<file path="config.mk">
export PLATFORM = sky130hd
export DESIGN_NAME = adc_rx_if_flat
export DESIGN_NICKNAME = d
export VERILOG_FILES = /design/src/rtl/sakuya_if_pkg.sv /design/src/rtl/adc_rx_if_if.sv /design/src/rtl/adc_rx_shift.sv /design/src/rtl/adc_rx_if.sv /design/src/flat_wrapper.sv
export SDC_FILE = /design/constraint.sdc
export NUM_CORES = 1
export LEC_CHECK = 0
export ABC_AREA = 1
export CORE_MARGIN = 8
export CORE_UTILIZATION = 46
export CTS_CLUSTER_DIAMETER = 80
export DETAILED_ROUTE_END_ITERATION = 10
export PLACE_DENSITY_LB_ADDON = 0.15
export SYNTH_ARGS = -nofsm -noshare
export SYNTH_HDL_FRONTEND = slang
export SYNTH_SLANG_ARGS = --single-unit
</file>
<file path="constraint.sdc">
create_clock -name dclk -period 1.1 [get_ports dclk]
set_input_delay 0.11 -clock dclk [delete_from_list [all_inputs] [get_ports dclk]]
set_output_delay 0.11 -clock dclk [all_outputs]
set_load 0.03 [all_outputs]
</file>
<file path="src/rtl/sakuya_if_pkg.sv">
// ============================================================================
// sakuya_if_pkg : shared FSM encodings and sizing helpers for the device IF.
// Revision      : 1.0
// ============================================================================
`default_nettype none

package sakuya_if_pkg;

    typedef enum logic [1:0] {
        ST_IDLE  = 2'd0,
        ST_CONV  = 2'd1,
        ST_SHIFT = 2'd2,
        ST_WAIT  = 2'd3
    } rx_state_e;

    // Width of a counter able to index every cycle of a conversion frame.
    function automatic int frame_cnt_w(input int frame);
        return (frame > 2) ? $clog2(frame) : 1;
    endfunction

endpackage

`default_nettype wire

</file>
<file path="src/rtl/adc_rx_if_if.sv">
// ============================================================================
// adc_rx_if_if : sample output handshake bundle of the ADC receive interface.
// Revision     : 1.0
// ============================================================================
`default_nettype none

interface adc_rx_if_if #(
    parameter int DWIDTH = 8
);
    logic [DWIDTH-1:0] sample;
    logic              sample_valid;
    logic              sample_ready;
    logic              overrun;
    logic              clr_ovr;

    modport master (
        output sample, sample_valid, overrun,
        input  sample_ready, clr_ovr
    );

    modport slave (
        input  sample, sample_valid, overrun,
        output sample_ready, clr_ovr
    );
endinterface

`default_nettype wire

</file>
<file path="src/rtl/adc_rx_shift.sv">
// ============================================================================
// adc_rx_shift : LSB-first serial deserializer with bit counter and done pulse.
// Revision     : 1.0
// ============================================================================
`default_nettype none

module adc_rx_shift #(
    parameter int DWIDTH = 8
) (
    input  wire               clk,
    input  wire               rst,
    input  wire               shift_en_i,
    input  wire               din_i,
    output logic              done_o,
    output logic [DWIDTH-1:0] word_o
);
    localparam int                CW   = $clog2(DWIDTH);
    localparam logic [CW-1:0] c_LAST = CW'(DWIDTH - 1);

    logic [CW-1:0]     bit_cnt_q;
    logic [DWIDTH-1:0] shreg_q;

    // word_o already includes the bit being sampled, so it is complete with done_o.
    assign done_o = shift_en_i && (bit_cnt_q == c_LAST);
    assign word_o = {din_i, shreg_q[DWIDTH-1:1]};

    always_ff @(posedge clk) begin
        if (rst) begin
            bit_cnt_q <= '0;
            shreg_q   <= '0;
        end else if (shift_en_i) begin
            shreg_q   <= word_o;
            bit_cnt_q <= done_o ? '0 : bit_cnt_q + 1'b1;
        end
    end

endmodule

`default_nettype wire

</file>
<file path="src/rtl/adc_rx_if.sv">
// ============================================================================
// adc_rx_if : serial ADC capture FSM with valid/ready output register.
//             Define ADCRX_AVG_EN to average 2**AVG_LOG2 frames per word.
// Revision  : 1.0
// ============================================================================
`default_nettype none

module adc_rx_if
    import sakuya_if_pkg::*;
#(
    parameter int DWIDTH   = 8,
    parameter int FRAME    = 10,
    parameter int AVG_LOG2 = 2
) (
    input  wire          dclk,
    input  wire          rst,
    input  wire          en,
    input  wire          din,
    output logic         dce_n,
    adc_rx_if_if.master  bus
);
    localparam int FCW      = frame_cnt_w(FRAME);
    localparam int WAIT_CYC = FRAME - 1 - DWIDTH;
    localparam logic [FCW-1:0] c_WAIT_LAST = (WAIT_CYC > 0) ? FCW'(WAIT_CYC - 1) : '0;

    if (DWIDTH < 2 || FRAME < DWIDTH + 1 || AVG_LOG2 < 0) begin : g_param_chk
        $error("adc_rx_if: illegal parameter combination");
    end

    rx_state_e         state_q;
    logic              dce_n_q;
    logic [FCW-1:0]    wait_cnt_q;
    logic [DWIDTH-1:0] sample_q;
    logic              sample_valid_q;
    logic              overrun_q;

    logic              w_done;
    logic [DWIDTH-1:0] w_word;
    logic              w_load;
    logic [DWIDTH-1:0] w_load_word;

    adc_rx_shift #(.DWIDTH(DWIDTH)) u_shift (
        .clk        (dclk),
        .rst        (rst),
        .shift_en_i (state_q == ST_SHIFT),
        .din_i      (din),
        .done_o     (w_done),
        .word_o     (w_word)
    );

    always_ff @(posedge dclk) begin
        if (rst) begin
            state_q    <= ST_IDLE;
            dce_n_q    <= 1'b1;
            wait_cnt_q <= '0;
        end else begin
            dce_n_q    <= 1'b1;
            wait_cnt_q <= '0;
            case (state_q)
                ST_IDLE: begin
                    if (en) begin
                        state_q <= ST_CONV;
                        dce_n_q <= 1'b0;
                    end
                end
                ST_CONV: state_q <= ST_SHIFT;
                ST_SHIFT: begin
                    if (w_done) begin
                        if (WAIT_CYC > 0) begin
                            state_q <= ST_WAIT;
                        end else if (en) begin
                            state_q <= ST_CONV;
                            dce_n_q <= 1'b0;
                        end else begin
                            state_q <= ST_IDLE;
                        end
                    end
                end
                ST_WAIT: begin
                    if (wait_cnt_q == c_WAIT_LAST) begin
                        if (en) begin
                            state_q <= ST_CONV;
                            dce_n_q <= 1'b0;
                        end else begin
                            state_q <= ST_IDLE;
                        end
                    end else begin
                        wait_cnt_q <= wait_cnt_q + 1'b1;
                    end
                end
                default: state_q <= ST_IDLE;
            endcase
        end
    end

`ifdef ADCRX_AVG_EN
    localparam int AW = DWIDTH + AVG_LOG2;

    logic [AW-1:0]       acc_q;
    logic [AVG_LOG2-1:0] blk_cnt_q;
    logic [AW-1:0]       w_sum;

    assign w_sum       = acc_q + AW'(w_word);
    assign w_load      = w_done && (blk_cnt_q == '1);
    assign w_load_word = w_sum[AW-1:AVG_LOG2];

    // Restarting from IDLE drops any partial block left by a previous burst.
    always_ff @(posedge dclk) begin
        if (rst || (state_q == ST_IDLE && en)) begin
            acc_q     <= '0;
            blk_cnt_q <= '0;
        end else if (w_done) begin
            acc_q     <= w_load ? '0 : w_sum;
            blk_cnt_q <= blk_cnt_q + 1'b1;
        end
    end
`else
    assign w_load      = w_done;
    assign w_load_word = w_word;
`endif

    always_ff @(posedge dclk) begin
        if (rst) begin
            sample_q       <= '0;
            sample_valid_q <= 1'b0;
            overrun_q      <= 1'b0;
        end else begin
            if (w_load && (!sample_valid_q || bus.sample_ready)) begin
                sample_q       <= w_load_word;
                sample_valid_q <= 1'b1;
            end else if (sample_valid_q && bus.sample_ready) begin
                sample_valid_q <= 1'b0;
            end

            if (w_load && sample_valid_q && !bus.sample_ready) begin
                overrun_q <= 1'b1;
            end else if (bus.clr_ovr) begin
                overrun_q <= 1'b0;
            end
        end
    end

    assign dce_n            = dce_n_q;
    assign bus.sample       = sample_q;
    assign bus.sample_valid = sample_valid_q;
    assign bus.overrun      = overrun_q;

endmodule

`default_nettype wire

</file>
<file path="src/flat_wrapper.sv">
// flat-port wrapper written by rule: the top's interface ports become plain ports
module adc_rx_if_flat import sakuya_if_pkg::*;
#(
    parameter int DWIDTH   = 8,
    parameter int FRAME    = 10,
    parameter int AVG_LOG2 = 2
)
  (dclk, rst, en, din, dce_n, bus_sample, bus_sample_valid, bus_overrun, bus_sample_ready, bus_clr_ovr);
  adc_rx_if_if #(.DWIDTH(DWIDTH)) bus_i ();
  input  wire dclk;
  input  wire rst;
  input  wire en;
  input  wire din;
  output logic dce_n;
  output wire logic [$bits(bus_i.sample)-1:0] bus_sample;
  output wire logic [$bits(bus_i.sample_valid)-1:0] bus_sample_valid;
  output wire logic [$bits(bus_i.overrun)-1:0] bus_overrun;
  input wire logic [$bits(bus_i.sample_ready)-1:0] bus_sample_ready;
  input wire logic [$bits(bus_i.clr_ovr)-1:0] bus_clr_ovr;
  assign bus_sample = bus_i.sample;
  assign bus_sample_valid = bus_i.sample_valid;
  assign bus_overrun = bus_i.overrun;
  assign bus_i.sample_ready = bus_sample_ready;
  assign bus_i.clr_ovr = bus_clr_ovr;
  adc_rx_if #(.DWIDTH(DWIDTH), .FRAME(FRAME), .AVG_LOG2(AVG_LOG2)) u_core (.dclk(dclk), .rst(rst), .en(en), .din(din), .dce_n(dce_n), .bus(bus_i));
endmodule
</file>
# Word-level counts from Yosys, hierarchy flattened
# Index checks and enable logic that the tools add are counted.
# classes
muxes,13
bitwise_logic,1
addsub,2
reduce_logical,14
eq_ne,7
# ops
operator,n
2-bit case mux with 4 select lines,1
1-bit 2-to-1 mux,7
2-bit 2-to-1 mux,3
1-bit logical AND,5
"4-bit by 1-bit adder with 4-bit output, second input constant",1
"2-bit equality test, second input constant",2
4-bit zero test,1
"2-bit by 1-bit inequality test with 1-bit output, second input constant",2
2-bit nonzero test,2
"3-bit by 1-bit adder with 3-bit output, second input constant",1
"3-bit equality test, second input constant",1
3-bit 2-to-1 mux,1
3-bit AND reduction,1
3-bit OR reduction,1
"2-bit by 1-bit equality test with 1-bit output, second input constant",1
1-bit zero test,2
2-bit zero test,1
"2-bit inequality test, second input constant",1
1-bit case mux with 2 select lines,1
1-bit logical OR,1
1-bit inverter,1
# word_totals
word_cells,45
output_inout_bits,11
register_bits,28

# Longest topological paths before layout
# Gate-level depths: netlist of run 1.
# depth
ltp_word,5
ltp_mapped,10
depth_no_buf,10

# Hierarchy
# From an unflattened synthesis of run 1, not the netlist that was laid out.
# hier_totals
cells_unflattened,145
area_unflattened_um2,1114.8
# modules_own_cells
mod,area_each_um2,cells_each,n_inst,seq_area_each_um2
adc_rx_if,720.7,95,1,340.3
adc_rx_shift,394.1,50,1,200.2

# Worst setup path before layout of run 1
# OpenSTA, ideal clock, no wires.
# synth_timing
path_type,register -> register
startpoint,register u_core.u_shift.bit_cnt_q[0]
endpoint,register u_core.state_q[0]
path_buffers,0
slack_ps,-149
stages_incl_launch_ff,11
t_required_ps,987
arrival_time_ps,1137
cell_sequence,dfxtp_1 > ha_1 > ha_1 > inv_1 > nand2_1 > nand2_1 > inv_1 > nand2_1 > nand2_1 > nand2_1 > nor2_1
# synth_via
elab_chain_len,4
# synth_rtl
item,line,source
"start, declared",adc_rx_shift.sv:20,logic [CW-1:0] bit_cnt_q;
"start signal, assigned",adc_rx_shift.sv:33,bit_cnt_q <= done_o ? '0 : bit_cnt_q + 1'b1;
3-bit equality test,adc_rx_shift.sv:24,assign done_o = shift_en_i && (bit_cnt_q == c_LAST);
1-bit logical AND,adc_rx_shift.sv:24,
2-bit by 1-bit inequality test with 1-bit output (no line),-,
3-bit AND reduction (no line),-,
"end signal, assigned",adc_rx_if.sv:53,state_q <= ST_IDLE;
"end signal, assigned",adc_rx_if.sv:62,state_q <= ST_CONV;
"end signal, assigned",adc_rx_if.sv:66,ST_CONV: state_q <= ST_SHIFT;
"end, declared",adc_rx_if.sv:30,rx_state_e state_q;
# Every way passes these cells.
# A chain may end at the register's enable or synchronous reset.

# Final worst setup path of run 1
# layout_timing
startpoint,register u_core.u_shift.bit_cnt_q[0]
endpoint,register u_core.sample_q[1] (netlist: u_core.bus.sample[1])
# layout_via
elab_chain_len,3
# layout_rtl
item,line,source
3-bit equality test,adc_rx_shift.sv:24,
1-bit logical AND,adc_rx_shift.sv:24,
1-bit logical AND,adc_rx_if.sv:128,if (w_load && (!sample_valid_q || bus.sample_ready)) begin
"end signal, assigned",adc_rx_if.sv:129,sample_q <= w_load_word;
"end, declared",adc_rx_if.sv:33,logic [DWIDTH-1:0] sample_q;
# Every way passes these cells.

==> run summary, run 1 <==
Synth Instances: 141
TritonCTS clock tree: built
Int Power: 1.67 mW
Final nets: 186
Sw frac: 0.354
RD Place Congestion: 0.729
Final Hold Fails: 0
Worst slew pin tran: 0.210 ns
Flops & latches, synth: 27
Longest Clk Path Bufs: 2
CORE AREA: 0.00223 mm²
Pins over their slew limit: 0
Vias in the first global route: 914
Min Tclk post-route: 1.23 ns
Crit Path Category: flip-flop to flip-flop
Die ar.: 0.00421 mm²
Design Area, Final: 0.00150 mm²
R2r startpoint: u_core.u_shift.bit_cnt_q[0]
Leakage: 0.699 nW
Startpoint Class: flip-flop
Post-synth top area share: 0.491
XOR/XNOR share of the synthesized area: 0.0159
Max_slew headroom: 0.860
Drt wl/cell: 10.7 µm
H-tree Lvls: 1
Worst skew pair latency: 0.32 ns
Max-Cap Viols: 0
GR Util met2: 0.176
First-pass GRT wire length: 3840 µm
Worst vdd ir: 1120 µV
Setup crit start: u_core.u_shift.bit_cnt_q[0]
YS warnings: 0
Number of distinct library cells after synthesis: 19
Ranking of synthesized cells by area: dfxtp_1 49%, nor2_1 15%, ha_1 9.1%, o21ai_0 7.3%, nand2_1 5.1%
Max FO, Critical Path: 8
Layout area overhead: 36.3%
Sequential fraction of design power: 0.504
Leading cell type in the layout, fill and taps excluded: nor2_1
Largest net degree at the start of global routing: 20
GRT met1 Usage: 0.134
Area leader, netlist: dfxtp_1
I/O Buffers: 16
Setup ws final: -0.128 ns
Root Buffer: clkbuf_4
Initial Utilization: 0.492
Comb pwr share: 0.336
Simple-gate area share of the yosys netlist: 0.247
Placed Instance Area: 0.00138 mm²
Diode count: 0
Syn Area/Cell: 7.80 µm²
Hold_buf cts: 0
Worst Min Path Start: din
Failing checks: negative setup slack
Cell depth of the worst flop-to-flop path: 7
Crit. End Element: flip-flop
Initial DRC count: 42
Hold Crit Depth: 3
CTS Buf Count: 3
Post-synthesis sequential area ratio: 0.491
Layout cells sized above 1: 0.310
Total congestion overflow: 0
Skew final: 0.00304 ns
Clk pwr share: 0.160
Vias/cell: 4.64
Initial antenna violation count: 0
Post-synthesis compound-gate area fraction: 0.0978
Final core occ: 0.671
TritonCTS sink count: 27
Drt first pass iters: 4
Main combinational cell family by area after synthesis: simple AND/OR/NAND/NOR gates
Net count after synthesis: 155
Worst hold slack: 0.404 ns
Power density cells: 1730 mW/mm²
Post-DP HPWL: 1490 µm
Post-synthesis mux area share: 0
DRC viols: 0
Psw: 0.919 mW
HP Class: input port to flip-flop
Final ANT Viol Nets: 0
Crit path DAT: 1.46 ns
Req. time, crit path: 1.33 ns
Die Y: 64.9 µm
Die X: 64.9 µm
Final Cycle Share: 1.12
GRT Util Overall: 0.112
# IOs: 17
Final number of setup-violating endpoints: 16
Synthesized area: 0.00110 mm²
Busiest grt layer: met2
Adder-Cell Fraction of Synth Area: 0.0910
Routed via count: 923
Total wire length: 2130 µm
Status: complete, but fails checks
Row count: 17
Most frequent cells in the layout: 39 x nor2_1, 22 x dfxtp_1, 19 x buf_4
RSZ-0062 raised after global routing: true
Fmax: 815 MHz
Global Route met3 Usage: 0.0275
Clk slew on worst S/H paths: 0.14 ns
[repair_timing]
| action | in CTS | in global routing |
|---|---|---|
| cloned | 0 | 0 |
| buffers inserted | 2 | 1 |
| pin swaps | 5 | 4 |
| resized for setup | 19 | 7 |
| setup endpoints to repair | 21 | 23 |
[final timing paths]
path                               endpoint  slack, ns
setup / recovery       u_core.bus.sample[1]      -0.13
hold / removal    u_core.u_shift.shreg_q[7]       0.40
setup reg to reg       u_core.bus.sample[1]      -0.13
hold reg to reg          u_core.bus.overrun       0.48
[metal layers]
metal | routed length [µm] | vias up
met3 | 78 | 4
met1 | 956 | 400
met2 | 1070 | 17
met5 | 0 | -
met4 | 31 | 0
li1 | - | 502
[through the flow]
step	setup slack, ns	cells	setup TNS [ns]	power, mW
after floorplan	-0.00943	141	-0.0801	1.83
after global placement	-0.133	192	-1.40	2.07
after detailed placement	-0.151	192	-1.71	2.10
after CTS	-0.138	198	-1.93	2.57
after global routing	-0.199	199	-2.72	2.82
final	-0.128	199	-1.22	2.59
[state kept, by name (all words and copies together), names as in the netlist]
name	cells
u_core.bus.sample	8
u_core.u_shift.shreg_q	7
u_core.wait_cnt_q	4
u_core.u_shift.bit_cnt_q	3
u_core.state_q	2
u_core.bus.overrun	1
u_core.bus.sample_valid	1
u_core.dce_n	1
[synthesized netlist by cell type (all sizes together)]
cell type / count
a211oi: 1
a21oi: 4
buf: 1
clkbuf: 1
clkinv: 1
dfxtp: 27
ha: 8
inv: 13
nand2: 16
nand3: 4
nand4: 1
nor2: 46
o21ai: 16
xnor2: 1
xor2: 1
[critical path, stage by stage (launching register included)]
cell and delay, ns:
dfxtp_2 0.37, ha_4 0.14, ha_4 0.14, nand2_4 0.05, nor2_4 0.18, inv_4 0.09, nor2_2 0.10, nor2_1 0.05
[area by class of cell]
class / count / area (µm²)
repair buffers: 28 / 246
inverters: 14 / 61.3
flip-flops and latches: 27 / 549
well taps: 28 / 35.0
clock buffers: 3 / 22.5
multi-input cells: 98 / 579
fillers: 188 / 734
clock inverters: 1 / 5.00
[power groups by stage]
stage / Combinational (mW) / Sequential [mW] / Clock, mW
2_1_floorplan: 0.531 / 1.30 / 0
3_3_place_gp: 0.781 / 1.29 / 0
3_5_place_dp: 0.804 / 1.29 / 0
4_1_cts: 0.842 / 1.29 / 0.435
5_1_grt: 1.01 / 1.33 / 0.474
6_report: 0.872 / 1.31 / 0.414
[cells by family after synthesis]
group,after synthesis
adders and majority gates,8
xor gates and xnor gates,2
buffers and inverters,16
DFF,27
and+or+nand+nor,67
AOI/OAI and AO/OA,21
(Power assumes the default switching activity.)
==> inputs of run 2 (changes only) <==
--- a/config.mk
+++ b/config.mk
@@ -13,4 +13,5 @@
 export PLACE_DENSITY_LB_ADDON = 0.15
 export SYNTH_ARGS = -nofsm -noshare
 export SYNTH_HDL_FRONTEND = slang
+export SYNTH_HIERARCHICAL = 1
 export SYNTH_SLANG_ARGS = --single-unit
==> run summary, run 2 <==
Post-synthesis compound-gate area fraction: 0.0943 (-0.00356)
Worst Setup EP: u_core/state_q[1]
Total congestion overflow: 0 (unchanged)
Vias/cell: 4.77 (+2.8%)
Synth cell count leaders: 41 x nor2_1, 27 x dfxtp_1, 19 x nand2_1
R2r setup slk: -0.17 ns (-0.04 ns)
Routed via count: 973 (+5.4%)
TritonCTS clock tree: built
First-pass GRT wire length: 3710 µm (-3.6%)
Initial DRC count: 54 (+29%)
Largest net degree at the start of global routing: 15 (-25%)
Initial antenna violation count: 0 (unchanged)
Diode count: 0 (unchanged)
Clk slew on worst S/H paths: 0.14 ns (about the same)
Die X: 65.2 µm (+0.52%)
Crit Path Category: flip-flop to flip-flop
Area leader, netlist: dfxtp_1
Drt wl/cell: 11.6 µm (+8.5%)
Ranking of synthesized cells by area: dfxtp_1 48%, nor2_1 14%, ha_1 9.0%, o21ai_0 6.7%, nand2_1 6.4%
Failing checks: negative setup slack
Final Hold Fails: 0 (unchanged)
Status: complete, but fails checks
R2r startpoint: u_core/u_shift/bit_cnt_q[0]
Post-synthesis sequential area ratio: 0.485 (-0.00662)
Main combinational cell family by area after synthesis: simple AND/OR/NAND/NOR gates
Synthesized area: 0.00111 mm² (+1.4%)
Max FFs per register: 8 (unchanged)
H-tree Lvls: 1 (unchanged)
DRC viols: 0 (unchanged)
Hold_buf cts: 0 (unchanged)
Worst hold slack: 0.420 ns (+0.0152 ns)
Pre-CTS setup slack: -0.190 ns (-0.0387 ns)
Post-synthesis mux area share: 0 (unchanged)
Synth Instances: 145 (+2.8%)
XOR/XNOR share of the synthesized area: 0.0157 (-0.000215)
Syn Area/Cell: 7.69 µm² (-1.4%)
CTS Buf Count: 3 (unchanged)
Pins over their slew limit: 0 (unchanged)
HP Class: input port to flip-flop
Most frequent cells in the layout: 38 x nor2_1, 22 x buf_4, 22 x dfxtp_1
Simple-gate area share of the yosys netlist: 0.240 (-0.00669)
Fmax: 790 MHz (-3.0%)
YS warnings: 6 (+6)
Total wire length: 2370 µm (+11%)
# IOs: 17 (unchanged)
Startpoint Class: flip-flop
RSZ-0062 raised after global routing: true
Longest Clk Path Bufs: 2 (unchanged)
EDFF count, synth: 0 (unchanged)
Leakage: 0.656 nW (-6.1%)
Vias in the first global route: 892 (-2.4%)
Drt first pass iters: 4 (unchanged)
Worst skew pair latency: 0.31 ns (about the same)
Initial Utilization: 0.467 (-0.0255)
Post-DP HPWL: 1630 µm (+8.9%)
Post-synth top area share: 0.485 (-0.00662)
Crit path DAT: 1.53 ns (+0.07 ns)
Die ar.: 0.00425 mm² (+1.0%)
Worst slew pin tran: 0.199 ns (-0.0108 ns)
Final Cycle Share: 1.15 (+0.0341)
Die Y: 65.2 µm (+0.52%)
Number of distinct library cells after synthesis: 16 (-3)
Leading cell type in the layout, fill and taps excluded: nor2_1
Main flop type after synthesis: dfxtp_1
Min Tclk post-route: 1.27 ns (+0.0376 ns)
GRT Util Overall: 0.105 (-0.00663)
TritonCTS sink count: 27 (unchanged)
CORE AREA: 0.00239 mm² (+6.9%)
Most frequent cell after synthesis: nor2_1
RD Place Congestion: 0.780 (+7.1%)
Layout area overhead: 34.9%
Worst r2r dst: u_core/state_q[1]
Net count after synthesis: 159 (+2.6%)
Final TNS setup: -1.37 ns (-0.157 ns)
Root Buffer: clkbuf_4
Final nets: 189 (+1.6%)
Final ANT Viol Nets: 0 (unchanged)
I/O Buffers: 16 (unchanged)
Final number of setup-violating endpoints: 12 (-4)
Skew final: 0.00229 ns (-0.000752 ns)
Layout cells sized above 1: 0.333 (+0.0234)
Worst vdd ir: 1380 µV (+23%)
Flops & latches, synth: 27 (unchanged)
Power density cells: 1840 mW/mm² (+6.1%)
Req. time, crit path: 1.36 ns (+0.03 ns)
Max FO, Critical Path: 4 (-4)
Setup ws final: -0.165 ns (-0.0376 ns)
Row count: 18 (+1)
Cell depth of the worst flop-to-flop path: 12 (+5)
Max-Cap Viols: 0 (unchanged)
Crit. End Element: flip-flop
Adder-Cell Fraction of Synth Area: 0.0898 (-0.00123)
Asr flop ratio synth: 0 (unchanged)
Max_slew headroom: 0.867 (+0.00736)
Setup crit start: u_core/u_shift/bit_cnt_q[0]
==> run 2: changes by cell type after synthesis, moves of 2 or more <==
cell,before,now
nand2_1,15,19
inv_2,1,4
nor2_1,44,41
a21oi_1,4,6
nand3_1,4,6
==> run 2: cells by family after synthesis <==
kind of cell             after synthesis
AND/OR/NAND/NOR                       68
adder cells (fa/ha/maj)                8
AO/OA/AOI/OAI                         21
buffers and inverters                 19
flip-flops                            27
XOR/XNOR                               2
==> run 2: report_power, final <==
part / internal (mW) / switching [mW] / leakage, nW
Clock: 0.142 / 0.274 / 0.0150
Combinational: 0.478 / 0.591 / 0.420
Sequential: 1.15 / 0.127 / 0.222
Total: 1.77 / 0.993 / 0.656
==> run 2: worst min path at each step <==
stage,from,end,cells past startpoint
3_5_place_dp,u_core/bus.overrun,u_core/bus.overrun,2
5_1_grt,bus_clr_ovr,u_core/bus.overrun,4
4_1_cts,bus_clr_ovr,u_core/bus.overrun,4
2_1_floorplan,rst,u_core/bus.overrun,1
3_3_place_gp,u_core/bus.overrun,u_core/bus.overrun,2
6_report,bus_clr_ovr,u_core/bus.overrun,4
==> run 2: cell type report <==
| class | instances | area, µm² |
|---|---|---|
| Sequential cell | 27 | 549 |
| Clock buffer | 4 | 26.3 |
| Fill cell | 228 | 883 |
| Multi-Input combinational cell | 99 | 591 |
| Timing Repair Buffer | 28 | 230 |
| Inverter | 16 | 70.1 |
| Tap cell | 30 | 37.5 |
==> run 2: timing repair <==
| item | 4_1_cts | 5_1_grt |
|---|---|---|
| pin swaps | 4 | 3 |
| endpoints found under the setup margin | 15 | 25 |
| buffers inserted | 1 | 1 |
| resized for setup | 9 | 23 |
| cloned | 0 | 0 |
| hold endpoints to repair | 0 | 0 |
==> run 2: metrics by stage <==
step	utilization	power (mW)	instances	instance area (µm²)
2_1_floorplan	-	1.82	145	1140
3_3_place_gp	0.572	2.03	199	1370
3_5_place_dp	0.572	2.05	199	1370
4_1_cts	0.598	2.52	203	1430
5_1_grt	0.630	2.96	204	1500
6_report	0.630	2.76	204	1500
==> run 2: per-layer routing <==
metal | GRT usage | part of all wire | wire [µm] | vias to the layer above
met4 | 0.0490 | 0.0080 | 19 | 0
met3 | 0.0255 | 0.044 | 105 | 2
met2 | 0.166 | 0.48 | 1150 | 15
li1 | - | - | - | 510
met1 | 0.131 | 0.46 | 1100 | 446
met5 | 0 | 0 | 0 | -
==> run 2: worst max-delay path, cell delays in order, from the launching register on <==
cell and delay, ns:
dfxtp_2 0.38, ha_4 0.14, ha_4 0.12, nand2_2 0.04
inv_2 0.07, inv_2 0.04, nand2_2 0.05, nand2_2 0.04
inv_2 0.06, nand2_4 0.06, nand2_2 0.07, nand2_2 0.05
nor2_2 0.09
